`config.mk`:
```
export PLATFORM = sky130hd
export DESIGN_NAME = vec_mem_sequencer
export DESIGN_NICKNAME = d
export VERILOG_FILES = /design/src/rtl/vec_mem_pkg.sv /design/src/rtl/vec_load_buffer.sv /design/src/rtl/vec_mem_sequencer.sv
export SDC_FILE = /design/constraint.sdc
export NUM_CORES = 1
export LEC_CHECK = 0
export CAP_MARGIN = 25
export CORE_MARGIN = 2
export CORE_UTILIZATION = 52
export DETAILED_ROUTE_END_ITERATION = 8
export MAX_ROUTING_LAYER = met4
export PLACE_DENSITY = 0.84
export RECOVER_POWER = 50
export SYNTH_ARGS = -nofsm -noshare
export SYNTH_HDL_FRONTEND = slang
export SYNTH_HIERARCHICAL = 1
export SYNTH_SLANG_ARGS = --single-unit
```
`constraint.sdc`:
```
create_clock -name clk -period 5.64 [get_ports clk]
set_input_delay 1.128 -clock clk [delete_from_list [all_inputs] [get_ports clk]]
set_output_delay 1.128 -clock clk [all_outputs]
set_load 0.1 [all_outputs]
```
`src/rtl/vec_mem_pkg.sv`:
```
// Shared definitions for the vector ASIP memory stage: default sizes, sequencer
// state encoding and the OpType code that selects a full-vector transfer.
package vec_mem_pkg;

    localparam int DEF_LANES  = 4;
    localparam int DEF_ELEM_W = 8;
    localparam int DEF_ADDR_W = 8;

    localparam logic [1:0] OPTYPE_VECTOR = 2'b11;

    typedef enum logic [1:0] {
        VMS_IDLE    = 2'd0,
        VMS_ACCESS  = 2'd1,
        VMS_WAIT_RD = 2'd2,
        VMS_DONE    = 2'd3
    } vms_state_t;

endpackage

```
`src/rtl/vec_load_buffer.sv`:
```
// Lane-capture register that assembles a load result one element at a time.
// A lane write takes priority over the clear of the upper lanes.
module vec_load_buffer #(
    parameter int LANES  = 4,
    parameter int ELEM_W = 8
) (
    input  logic                    clk,
    input  logic                    rst,
    input  logic [LANES-1:0]        we_i,
    input  logic [ELEM_W-1:0]       wdata_i,
    input  logic                    clr_upper_i,
    output logic [LANES*ELEM_W-1:0] data_o
);

    logic [LANES-1:0][ELEM_W-1:0] lane_q;

    always_ff @(posedge clk) begin
        if (rst) begin
            lane_q <= '0;
        end else begin
            for (int l = 0; l < LANES; l++) begin
                if (we_i[l])
                    lane_q[l] <= wdata_i;
                else if (clr_upper_i && (l != 0))
                    lane_q[l] <= '0;
            end
        end
    end

    assign data_o = lane_q;

endmodule

```
`src/rtl/vec_mem_sequencer.sv`:
```
// Memory-stage sequencer: serializes scalar/vector loads and stores onto a
// single-element data memory port and reports when the stage can release.
module vec_mem_sequencer
    import vec_mem_pkg::*;
#(
    parameter int LANES  = DEF_LANES,
    parameter int ELEM_W = DEF_ELEM_W,
    parameter int ADDR_W = DEF_ADDR_W
) (
    input  logic                    clk,
    input  logic                    rst,
    input  logic                    start,
    input  logic                    MemWE,
    input  logic                    mem_re,
    input  logic [1:0]              OpType,
    input  logic [ADDR_W-1:0]       base_addr,
    input  logic [LANES*ELEM_W-1:0] store_data,
    output logic                    dmem_req,
    output logic                    dmem_we,
    output logic [ADDR_W-1:0]       dmem_addr,
    output logic [ELEM_W-1:0]       dmem_wdata,
    input  logic [ELEM_W-1:0]       dmem_rdata,
    output logic [LANES*ELEM_W-1:0] load_data,
    output logic                    Mem_Finished
);

    localparam int CNT_W = (LANES > 1) ? $clog2(LANES) : 1;

    vms_state_t              state_q;
    logic [CNT_W-1:0]        cnt_q;
    logic [CNT_W-1:0]        last_q;
    logic                    store_q;
    logic [LANES*ELEM_W-1:0] sdata_q;
    logic                    req_q;
    logic                    we_q;
    logic [ADDR_W-1:0]       addr_q;
    logic [ELEM_W-1:0]       wdata_q;

    logic                    accept;
    logic                    clr_upper;
    logic                    cap_en;
    logic [CNT_W-1:0]        cap_idx;
    logic [LANES-1:0]        cap_we;

    assign accept = (state_q == VMS_IDLE) && start && (MemWE || mem_re);

    // Port outputs are registered one step ahead: the values driven during
    // access i are loaded at the edge that enters (or stays in) that access.
    // sdata_q is a shift register presenting the next store lane at bit 0.
    always_ff @(posedge clk) begin
        if (rst) begin
            state_q <= VMS_IDLE;
            cnt_q   <= '0;
            last_q  <= '0;
            store_q <= 1'b0;
            sdata_q <= '0;
            req_q   <= 1'b0;
            we_q    <= 1'b0;
            addr_q  <= '0;
            wdata_q <= '0;
        end else begin
            case (state_q)
                VMS_IDLE: begin
                    if (accept) begin
                        store_q <= MemWE;
                        last_q  <= (OpType == OPTYPE_VECTOR) ? CNT_W'(LANES-1) : '0;
                        cnt_q   <= '0;
                        sdata_q <= store_data >> ELEM_W;
                        req_q   <= 1'b1;
                        we_q    <= MemWE;
                        addr_q  <= base_addr;
                        wdata_q <= MemWE ? store_data[ELEM_W-1:0] : '0;
                        state_q <= VMS_ACCESS;
                    end
                end
                VMS_ACCESS: begin
                    if (cnt_q == last_q) begin
                        req_q   <= 1'b0;
                        we_q    <= 1'b0;
                        addr_q  <= '0;
                        wdata_q <= '0;
                        state_q <= store_q ? VMS_DONE : VMS_WAIT_RD;
                    end else begin
                        cnt_q   <= cnt_q + CNT_W'(1);
                        addr_q  <= addr_q + ADDR_W'(1);
                        wdata_q <= store_q ? sdata_q[ELEM_W-1:0] : '0;
                        sdata_q <= sdata_q >> ELEM_W;
                    end
                end
                VMS_WAIT_RD: state_q <= VMS_DONE;
                VMS_DONE:    state_q <= VMS_IDLE;
                default:     state_q <= VMS_IDLE;
            endcase
        end
    end

    // Read data trails its request by one cycle, so access i fills lane i-1
    // and the final lane lands in WAIT_RD.
    always_comb begin
        cap_en  = 1'b0;
        cap_idx = cnt_q - CNT_W'(1);
        if ((state_q == VMS_ACCESS) && !store_q && (cnt_q != '0)) begin
            cap_en = 1'b1;
        end else if (state_q == VMS_WAIT_RD) begin
            cap_en  = 1'b1;
            cap_idx = last_q;
        end
        for (int l = 0; l < LANES; l++)
            cap_we[l] = cap_en && (cap_idx == CNT_W'(l));
    end

    assign clr_upper = accept && !MemWE && (OpType != OPTYPE_VECTOR);

    vec_load_buffer #(
        .LANES  (LANES),
        .ELEM_W (ELEM_W)
    ) u_load_buf (
        .clk         (clk),
        .rst         (rst),
        .we_i        (cap_we),
        .wdata_i     (dmem_rdata),
        .clr_upper_i (clr_upper),
        .data_o      (load_data)
    );

    assign dmem_req     = req_q;
    assign dmem_we      = we_q;
    assign dmem_addr    = addr_q;
    assign dmem_wdata   = wdata_q;
    assign Mem_Finished = (state_q == VMS_DONE) || ((state_q == VMS_IDLE) && !accept);

endmodule

```
; Yosys cells after proc, flatten, opt, wreduce, memory -nomap -nowiden
; Index checks and enable logic that the tools add are counted.
[totals]
output_inout_bits = 51
reg_bits = 89
input_bits = 55
[op_classes]
n_reduce_logical = 28
eq_ne = 12
n_addsub = 3
mux = 32
[op_table]
columns = cell, count
row1 = 8-bit two-way mux, 10
row2 = 32-bit two-way mux, 2
row3 = 32-bit case mux with 2 select lines, 1
row4 = 8-bit case mux with 2 select lines, 2
row5 = 2-bit two-way mux, 7
row6 = 1-bit logical AND, 11
row7 = "2-bit equality test, second input constant", 5
row8 = 2-bit nonzero test, 5
row9 = "8-bit by 1-bit adder with 8-bit output, second input constant", 1
row10 = "2-bit != test, second input constant", 4
row11 = 2-bit case mux with 4 select lines, 1
row12 = 1-bit two-way mux, 6
row13 = 2-bit AND reduction, 3
row14 = 3-bit AND reduction, 2
row15 = "2-bit by 1-bit equality test with 1-bit output, second input constant", 2
row16 = 2-bit zero test, 2
row17 = 1-bit case mux with 2 select lines, 2
row18 = 2-bit case mux with 2 select lines, 1
row19 = 1-bit zero test, 3
row20 = "2-bit by 1-bit adder with 2-bit output, second input constant", 1
row21 = 2-bit equality test, 1
row22 = 1-bit logical OR, 2
row23 = "2-bit by 1-bit subtractor with 2-bit output, second input constant", 1

; Depth between registers and ports, before layout
; Gate-level depths: netlist of the first run.
[logic_depth]
word_depth = 7
ltp_mapped = 11
mapped_depth_nobuf = 8

; Hierarchy
; Netlist of the first run, hierarchy kept.
[by_module_without_submodules]
columns = mod, seq_area_each_um2, n_inst, cells_per_inst, area_each_um2
row1 = vec_mem_sequencer, 960.9, 1, 259, 2438.6
row2 = vec_load_buffer, 640.6, 1, 135, 1381.3

; Least setup slack after synthesis of the first run
; Ideal clock, no wire load.
[synth_timing]
path_type = in2out
startpoint = input port MemWE
endpoint = output port Mem_Finished
t_required_ns = 4.512
n_path_buf = 0
slack_ns = 2.386
stages = 3
arrival_ns = 2.126
path_cell_list = o21ai_0 -> nand2_1 -> nand2b_1
[synth_between]
elab_chain_len = 5
[synth_rtl]
columns = element, line_no
row1 = "start, declared", vec_mem_sequencer.sv:13  ; input logic MemWE,
row2 = 1-bit logical OR, vec_mem_sequencer.sv:45  ; assign accept = (state_q == VMS_IDLE) && start && (MemWE || mem_re);
row3 = 1-bit logical AND, vec_mem_sequencer.sv:45
row4 = 1-bit zero test, vec_mem_sequencer.sv:130  ; assign Mem_Finished = (state_q == VMS_DONE) || ((state_q == VMS_IDLE) && !accept);
row5 = 1-bit logical AND, vec_mem_sequencer.sv:130
row6 = 1-bit logical OR, vec_mem_sequencer.sv:130
row7 = "end, declared", vec_mem_sequencer.sv:24  ; output logic Mem_Finished
; No other way between the ends.

; Worst setup path after layout of the first run
[layout_timing]
startpoint = input port MemWE
endpoint = register cnt_q[0]
[layout_between]
elab_chain_len = 4
[layout_rtl]
columns = element, line_no
row1 = 1-bit logical OR, vec_mem_sequencer.sv:45
row2 = 1-bit logical AND, vec_mem_sequencer.sv:45
row3 = 2-bit != test (no line), -
row4 = 3-bit AND reduction (no line), -
row5 = "end signal, assigned", vec_mem_sequencer.sv:84  ; cnt_q <= cnt_q + CNT_W'(1);
row6 = "end, declared", vec_mem_sequencer.sv:30  ; logic [CNT_W-1:0] cnt_q;
; No other way between the ends.
; A chain may end at the register's enable or synchronous reset.

==> run metrics, run 1 <==
r2r startpoint state_q[1]$_SDFFE_PP0P_; Total Power 2.43 mW; Seq cells post-synth 80; CTS clk-pin slew, worst paths 80 ps; Critical Path, Cell by Cell dlygate4sd3_1 -> o211ai_1 -> o21ai_2 -> clkbuf_1 -> a21oi_1 -> mux2_2; VDD IR-drop max 0.000173 V; H-tree depth 3; grt total ovfl 0; Die W 89.7 µm; Seq/Total Area, Yosys 0.419; drt drc 0; Hold Crit Depth 2; syn_nets 457; R2R cell count 8; Worst Hold Slack 479 ps; Final nets 545; I/O pin total 106; initial drt markers 261; CTS sink count 80; worst skew pair latency 360 ps; # Post-CTS Setup Buffers 0; crit path capture type register; RSZ-0062 raised after global routing no; CTS Buffer Depth 2; crit-path max FO 39; critical path required time 5890 ps; Fmax 238 MHz; GRT Util Overall 0.246; Max Clock Skew 10.0 ps; Detail Placement HPWL 6.57 mm; Top FF cell, synth dfxtp_1; RR Endpoint cnt_q[0]$_SDFFE_PP0P_; Setup Viol. Count Final 0; Hold Fails Final Rpt 0; Inserted Clock Buffers 9; CTS Hold Bufs 0; failing checks capacitance limit, slew limit; Vias/cell 5.65; Initial Utilization 0.532; Worst path slowest cell clkbuf_1; row cnt 31; IO Port Bufs 105; pwr/cell area 495 nW/µm²; Synth Cell Area 3820 µm²; Die ar. 8050 µm²; CP max stage delay 1130 ps; commonest non-fill, non-tap cells in the layout 101 x clkdlybuf4s50_1, 80 x dfxtp_1, 36 x inv_1; slew margin rel. -0.0246; initial antenna violation count 0; Placer Congestion 0.913; routed via count 3310; CTS tree built; CP startpoint kind primary input; max cap viols 1; Wirelength per Cell 16.3 µm; Post-Route WL 9.57 mm; HP Start u_load_buf/data_o[31]$_SDFFE_PP0P_; status finished, violations left; Routed Antenna Nets 0; post-layout minimum cycle time 4210 ps; cells after synthesis 394; vias in the first global route 3211; CP Class in2reg; Slew Limit Fails 40; first-pass GRT wire length 15.8 mm; Syn Area/Cell 9.70 µm²; EDFF count, synth 0; largest net degree at the start of global routing 63; Synth warnings 6; core area 7180 µm²; total iterations of the first detailed-routing run 5; Hold Path End u_load_buf/data_o[31]$_SDFFE_PP0P_; Synth cell types 47; Lkg Pwr 1.66 nW; share of cells above drive strength 1 0.0842; most common cell after layout, fill and taps aside clkdlybuf4s50_1; Final period util 0.746; Crit path arrival time 4460 ps; r2r setup slk 1720 ps; Antenna diodes 0; hold crit path type reg2reg; Die Ht 89.7 µm; CTS root buf clkbuf_8; setup TNS 0 ps; Syn-to-layout area delta 28.6%; Post-synth ARST share 0; post-CTS sizing 0; Slew @ Worst Pin 1540 ps
## sequential cells by signal, indices dropped and copies added, names as in the netlist
register           flops
dmem_addr              8
dmem_req               1
cnt_q                  2
state_q                2
store_q                1
sdata_q               24
last_q                 1
dmem_we                1
u_load_buf/data_o     32
dmem_wdata             8
## worst max path at each step
stage / startpoint / to / slack, ps / depth (start not counted)
after floorplan: MemWE / Mem_Finished / 2390 / 3
after global placement: MemWE / Mem_Finished / 2060 / 5
after detailed placement: MemWE / Mem_Finished / 2030 / 5
after CTS: MemWE / Mem_Finished / 2020 / 5
after global routing: MemWE / cnt_q[0]$_SDFFE_PP0P_ / 1140 / 6
final: MemWE / cnt_q[0]$_SDFFE_PP0P_ / 1430 / 6
## metrics by stage
step	setup slack (ps)	cell area (µm²)	std cells	util
3_5_place_dp	2030	4860	570	0.678
2_1_floorplan	2390	3820	394	-
4_1_cts	2020	5060	586	0.706
3_3_place_gp	2060	4820	568	0.672
6_report	1430	4910	586	0.684
5_1_grt	1140	4910	586	0.684
## report_power, final
part	internal [mW]	switching, mW	leakage [nW]
sequential	0.694	0.0906	0.652
combinational	0.361	0.847	0.905
clock	0.210	0.229	0.101
## metal layers
| metal | up-vias | global-route usage | share of wire |
|---|---|---|---|
| met5 | - | - | 0 |
| met4 | 0 | 0.103 | 0.021 |
| met3 | 17 | 0.0436 | 0.050 |
| met2 | 107 | 0.386 | 0.48 |
| met1 | 1577 | 0.317 | 0.45 |
| li1 | 1609 | - | - |
## cell usage after synthesis (2+ instances only)
cell type | count | share of area
o32ai_1 | 8 | 0.018
o32ai_2 | 20 | 0.085
a211oi_1 | 18 | 0.035
dfxtp_1 | 80 | 0.42
a211oi_2 | 10 | 0.033
clkbuf_1 | 15 | 0.015
o21ai_0 | 3 | 0.0039
o21a_1 | 3 | 0.0059
o22ai_1 | 3 | 0.0049
a21oi_1 | 26 | 0.034
nor3_1 | 3 | 0.0039
buf_6 | 6 | 0.018
nand3_1 | 10 | 0.013
inv_1 | 36 | 0.035
nand2_1 | 27 | 0.027
xnor2_1 | 2 | 0.0046
mux2i_1 | 24 | 0.063
a32oi_1 | 11 | 0.025
a22o_1 | 9 | 0.021
nor3b_1 | 4 | 0.0079
nand4_1 | 2 | 0.0033
nor2_1 | 28 | 0.028
a21o_1 | 2 | 0.0039
nand2b_1 | 2 | 0.0033
buf_2 | 12 | 0.016
and3_1 | 2 | 0.0033
ha_1 | 8 | 0.026
## critical path: cells and delay by family
kind	cells	cell delay (ps)
buffers and inverters	2	1810
muxes	1	450
AOI/OAI and AO/OA	3	1070
## layout make-up
| cell class | instances | area [µm²] |
|---|---|---|
| clock buffer | 9 | 124 |
| inverter | 37 | 139 |
| fill | 584 | 2260 |
| multi-input combinational | 241 | 1750 |
| timing repair buffer | 113 | 1100 |
| sequential | 80 | 1600 |
| clock inverter | 7 | 77.6 |
| tap | 99 | 124 |
## kinds of logic (layout without fill, tap and decap cells)
| family | count (synthesis) | in the layout | synth area share |
|---|---|---|---|
| DFF | 80 | 80 | 0.419 |
| adders and majority gates | 8 | 8 | 0.0262 |
| buffers and inverters | 73 | 166 | 0.0920 |
| muxes | 25 | 25 | 0.0658 |
| xor gates and xnor gates | 2 | 2 | 0.00459 |
| and+or+nand+nor | 84 | 84 | 0.102 |
| AOI/OAI and AO/OA | 122 | 122 | 0.291 |
No activity file was read; power rests on OpenSTA's default activity.
==> run 2, diff against run 1 <==
Settings changed: CORE_UTILIZATION 52 to 43, PLACE_DENSITY 0.84 to 0.74.
Clock period 5.64 ns to 3.8 ns, I/O delays scaled along.
==> run metrics, run 2 (same netlist as run 1, synthesis figures left out) <==
fill count 783; placed cell count 580; met2 wire length 4.47 mm; non-filler cells, final 595; CTS sink count 80; Die W 98.3 µm; initial antenna violation count 0; grt total ovfl 0; multi-input logic area 1790 µm²; CP max stage delay 630 ps; Slew @ Worst Pin 1320 ps; crit path capture type register; Clk pwr share 0.204; drt drc 0; first-pass GRT wire length 15.7 mm; I/O pin total 106; max cap viols 0; highest layer used for signal routing met4; worst skew pair latency 340 ps; Wirelength per Cell 15.7 µm; NetSw 1.69 mW; Die ar. 9650 µm²; register area 1600 µm²; GRT Util Overall 0.204; CTS tree built; Crit path arrival time 3410 ps; commonest non-fill, non-tap cells in the layout 84 x clkdlybuf4s50_1, 80 x dfxtp_1, 36 x inv_1; status complete, no violations; CTS clk-pin slew, worst paths 90 ps; Syn-to-layout area delta 31.1%; Final nets 546; largest net degree at the start of global routing 41; cell-internal power 2.00 mW; M1 wire length 4.46 mm; RSZ-0062 raised after global routing no; Die Ht 98.3 µm; CP Class in2reg; Initial Utilization 0.440; Vias/cell 5.34; max reg flops 32; routed via count 3175; Inserted Clock Buffers 9; CP startpoint kind primary input; Post-Route WL 9.37 mm; critical path required time 4100 ps; initial drt markers 178; Lkg Pwr 1.76 nW; H-tree depth 3; crit-path leading delay family compound AO/OA/AOI/OAI gates; Placer Congestion 0.797; Sequential Power Share 0.316; hold crit path type reg2reg; crit-path max FO 19; Slew Limit Fails 0; share of cells above drive strength 1 0.101; WP buf/inv 1; row cnt 34; Total Power 3.69 mW; metal3 WL 339 µm; CTS root buf clkbuf_8; Routed Antenna Nets 0; Combinational Power Share 0.480; slew margin rel. 0.117; post-layout minimum cycle time 3110 ps; total iterations of the first detailed-routing run 4; setup TNS 0 ps; CTS Hold Bufs 0; sw frac 0.458; post-CTS sizing 0; Final period util 0.819; Fmax 321 MHz; Antenna diodes 0; Setup Viol. Count Final 0; most common cell after layout, fill and taps aside clkdlybuf4s50_1; Hold Fails Final Rpt 0; # Post-CTS Setup Buffers 0; Detail Placement HPWL 6.62 mm; vias in the first global route 3151; IO Port Bufs 105; CTS Buffer Depth 2; core area 8680 µm²; pwr/cell area 736 nW/µm²; VDD IR-drop max 0.000275 V; Max Clock Skew 9.94 ps; Critical Path, Cell by Cell dlygate4sd3_1 -> o211ai_1 -> o21ai_1 -> a21oi_2 -> mux2_2; Worst path slowest cell dlygate4sd3_1
==> run 2: changes by cell type in the layout (fill, tap and decap cells not counted), sizes merged <==
cell           change
bufinv             +2
clkinv             -1
dlygate4sd3       +17
clkdlybuf4s50     -17
inv                -2
buf                +3
clkbuf             -2
==> run 2: worst paths after layout <==
check	startpoint	to	slack, ps	cells after the start
worst max-delay path	MemWE	cnt_q[0]$_SDFFE_PP0P_	690	5
worst min-delay path	dmem_we$_SDFFE_PP0P_	dmem_we$_SDFFE_PP0P_	470	2
worst max register to register	state_q[1]$_SDFFE_PP0P_	dmem_addr[6]$_SDFFE_PP0P_	890	7
worst min register to register	dmem_we$_SDFFE_PP0P_	dmem_we$_SDFFE_PP0P_	470	2
==> run 2: through the flow <==
| step | hold WS (ps) | worst slack (ps) | util | area, µm² |
|---|---|---|---|---|
| finish | 473 | 689 | 0.577 | 5010 |
| global route | 506 | 501 | 0.577 | 5010 |
| CTS | 480 | 924 | 0.587 | 5100 |
| detailed placement | 467 | 937 | 0.560 | 4860 |
| global placement | 461 | 985 | 0.560 | 4860 |
| floorplan | 449 | 1280 | - | 3820 |
==> run 2: area by class of cell <==
cell class,count,share of cell area
clock buffer,9,0.0247
timing repair buffer,114,0.221
clock inverter,6,0.0230
sequential,80,0.320
inverter,37,0.0277
multi-input combinational,241,0.357
tap,108,0.0270
==> run 2: worst min-delay path, stage by stage, from the launching register on <==
cell and delay [ps]:
dfxtp_1 310, o21ai_0 60, a21oi_1 60
==> run 2: routing by layer <==
metal  GRT usage  vias to the layer above
met5           -                        -
met4      0.0580                        0
met3      0.0315                        9
met2       0.319                       75
met1       0.277                     1486
li1            -                     1605
==> run 2: power groups by stage <==
stage / logic, mW / clock network (mW) / registers [mW]
global placement: 1.80 / 0 / 1.18
global route: 1.89 / 0.809 / 1.19
floorplan: 0.924 / 0 / 1.73
detailed placement: 1.83 / 0 / 1.18
CTS: 1.84 / 0.771 / 1.16
finish: 1.77 / 0.752 / 1.16
==> run 3, diff against run 2 <==
Clock period 3.8 ns to 2.64 ns, I/O delays scaled along.
==> run metrics, run 3 (same netlist as run 1, synthesis figures left out) <==
fin util 0.549; Lkg Pwr 1.61 nW; CP Class in2out; Final Cell Area 4770 µm²; fill count 804; Critical Path, Cell by Cell clkdlybuf4s50_1 -> o21ai_0 -> nand2_1 -> nand2b_1 -> buf_12; max cap viols 0; initial drt markers 185; Die ar. 9650 µm²; initial antenna violation count 0; CP max stage delay 520 ps; commonest non-fill, non-tap cells in the layout 80 x dfxtp_1, 53 x clkdlybuf4s50_1, 51 x clkbuf_1; IO Port Bufs 105; vias in the first global route 3217; Slew @ Worst Pin 1220 ps; Final period util 0.919; Placer Congestion 0.827; Total Power 5.31 mW; CTS Buffer Depth 2; CTS clk-pin slew, worst paths 80 ps; Worst Hold Slack 482 ps; VDD IR-drop max 0.000461 V; # Post-CTS Setup Buffers 0; Setup WS pre-CTS 125 ps; largest net degree at the start of global routing 33; placed cell count 582; grt total ovfl 0; Post-Route WL 9.31 mm; CTS tree built; slew margin rel. 0.190; Inserted Clock Buffers 9; I/O pin total 106; most common cell after layout, fill and taps aside dfxtp_1; Hold Crit Depth 2; drt drc 0; Syn-to-layout area delta 24.8%; GRT Util Overall 0.204; Wirelength per Cell 15.6 µm; worst skew pair latency 340 ps; Fmax 412 MHz; Detail Placement HPWL 6.71 mm; Slew Limit Fails 0; Final WS setup 213 ps; Worst path slowest cell clkdlybuf4s50_1; max reg flops 32; RSZ-0062 raised after global routing no; non-filler cells, final 598; CTS Hold Bufs 0; routed via count 3214; Antenna diodes 0; post-layout minimum cycle time 2430 ps; CTS root buf clkbuf_8; Die W 98.3 µm; setup TNS 0 ps; Routed Antenna Nets 0; Setup Viol. Count Final 0; Initial Utilization 0.440; Max Clock Skew 8.82 ps; share of cells above drive strength 1 0.122; status complete, no violations; Die Ht 98.3 µm; hold crit path type reg2reg; total iterations of the first detailed-routing run 4; core area 8680 µm²; first-pass GRT wire length 15.7 mm; R2R cell count 7; crit-path max FO 6; post-CTS sizing 0; pwr/cell area 1110 nW/µm²; CP startpoint kind primary input; Vias/cell 5.37; CTS sink count 80; Hold Fails Final Rpt 0; Final nets 548; Crit path arrival time 1900 ps; DP Area 4760 µm²; crit path capture type output pin; row cnt 34; H-tree depth 3; critical path required time 2110 ps
-- run 3: cell type report --
cell class,instances,area (µm²),share of cell area
Multi-Input combinational cell,241,1830,0.383
Sequential cell,80,1600,0.336
Timing Repair Buffer,116,821,0.172
Inverter,37,139,0.0291
Tap cell,108,135,0.0283
Clock buffer,10,128,0.0268
Clock inverter,6,115,0.0241
-- run 3: worst paths after layout --
path	from	to	slack [ps]
worst min-delay path	u_load_buf/data_o[24]$_SDFFE_PP0P_	u_load_buf/data_o[24]$_SDFFE_PP0P_	480
worst max register to register	state_q[0]$_SDFFE_PP0P_	u_load_buf/data_o[15]$_SDFFE_PP0P_	290
worst max-delay path	MemWE	Mem_Finished	210
worst min register to register	u_load_buf/data_o[24]$_SDFFE_PP0P_	u_load_buf/data_o[24]$_SDFFE_PP0P_	480
-- run 3: layer usage --
metal  routed length [µm]  vias up  share of wire  GRT usage
met4                   78        0         0.0084     0.0653
met3                  493        6          0.053     0.0408
met2                 4450       95           0.48      0.322
li1                     -     1622              -          -
met5                    0        -              0          -
met1                 4280     1491           0.46      0.265
-- run 3: where the power goes --
group / switching [mW] / total, mW / internal [mW]
logic: 1.84 / 2.53 / 0.694
registers: 0.199 / 1.68 / 1.48
clock network: 0.454 / 1.09 / 0.636
total: 2.49 / 5.31 / 2.81
-- run 3: worst max-delay path, delay by kind of cell --
kind	cells	cell delay (ps)
and+or+nand+nor	2	380
AOI/OAI and AO/OA	1	260
buffers and inverters	2	710
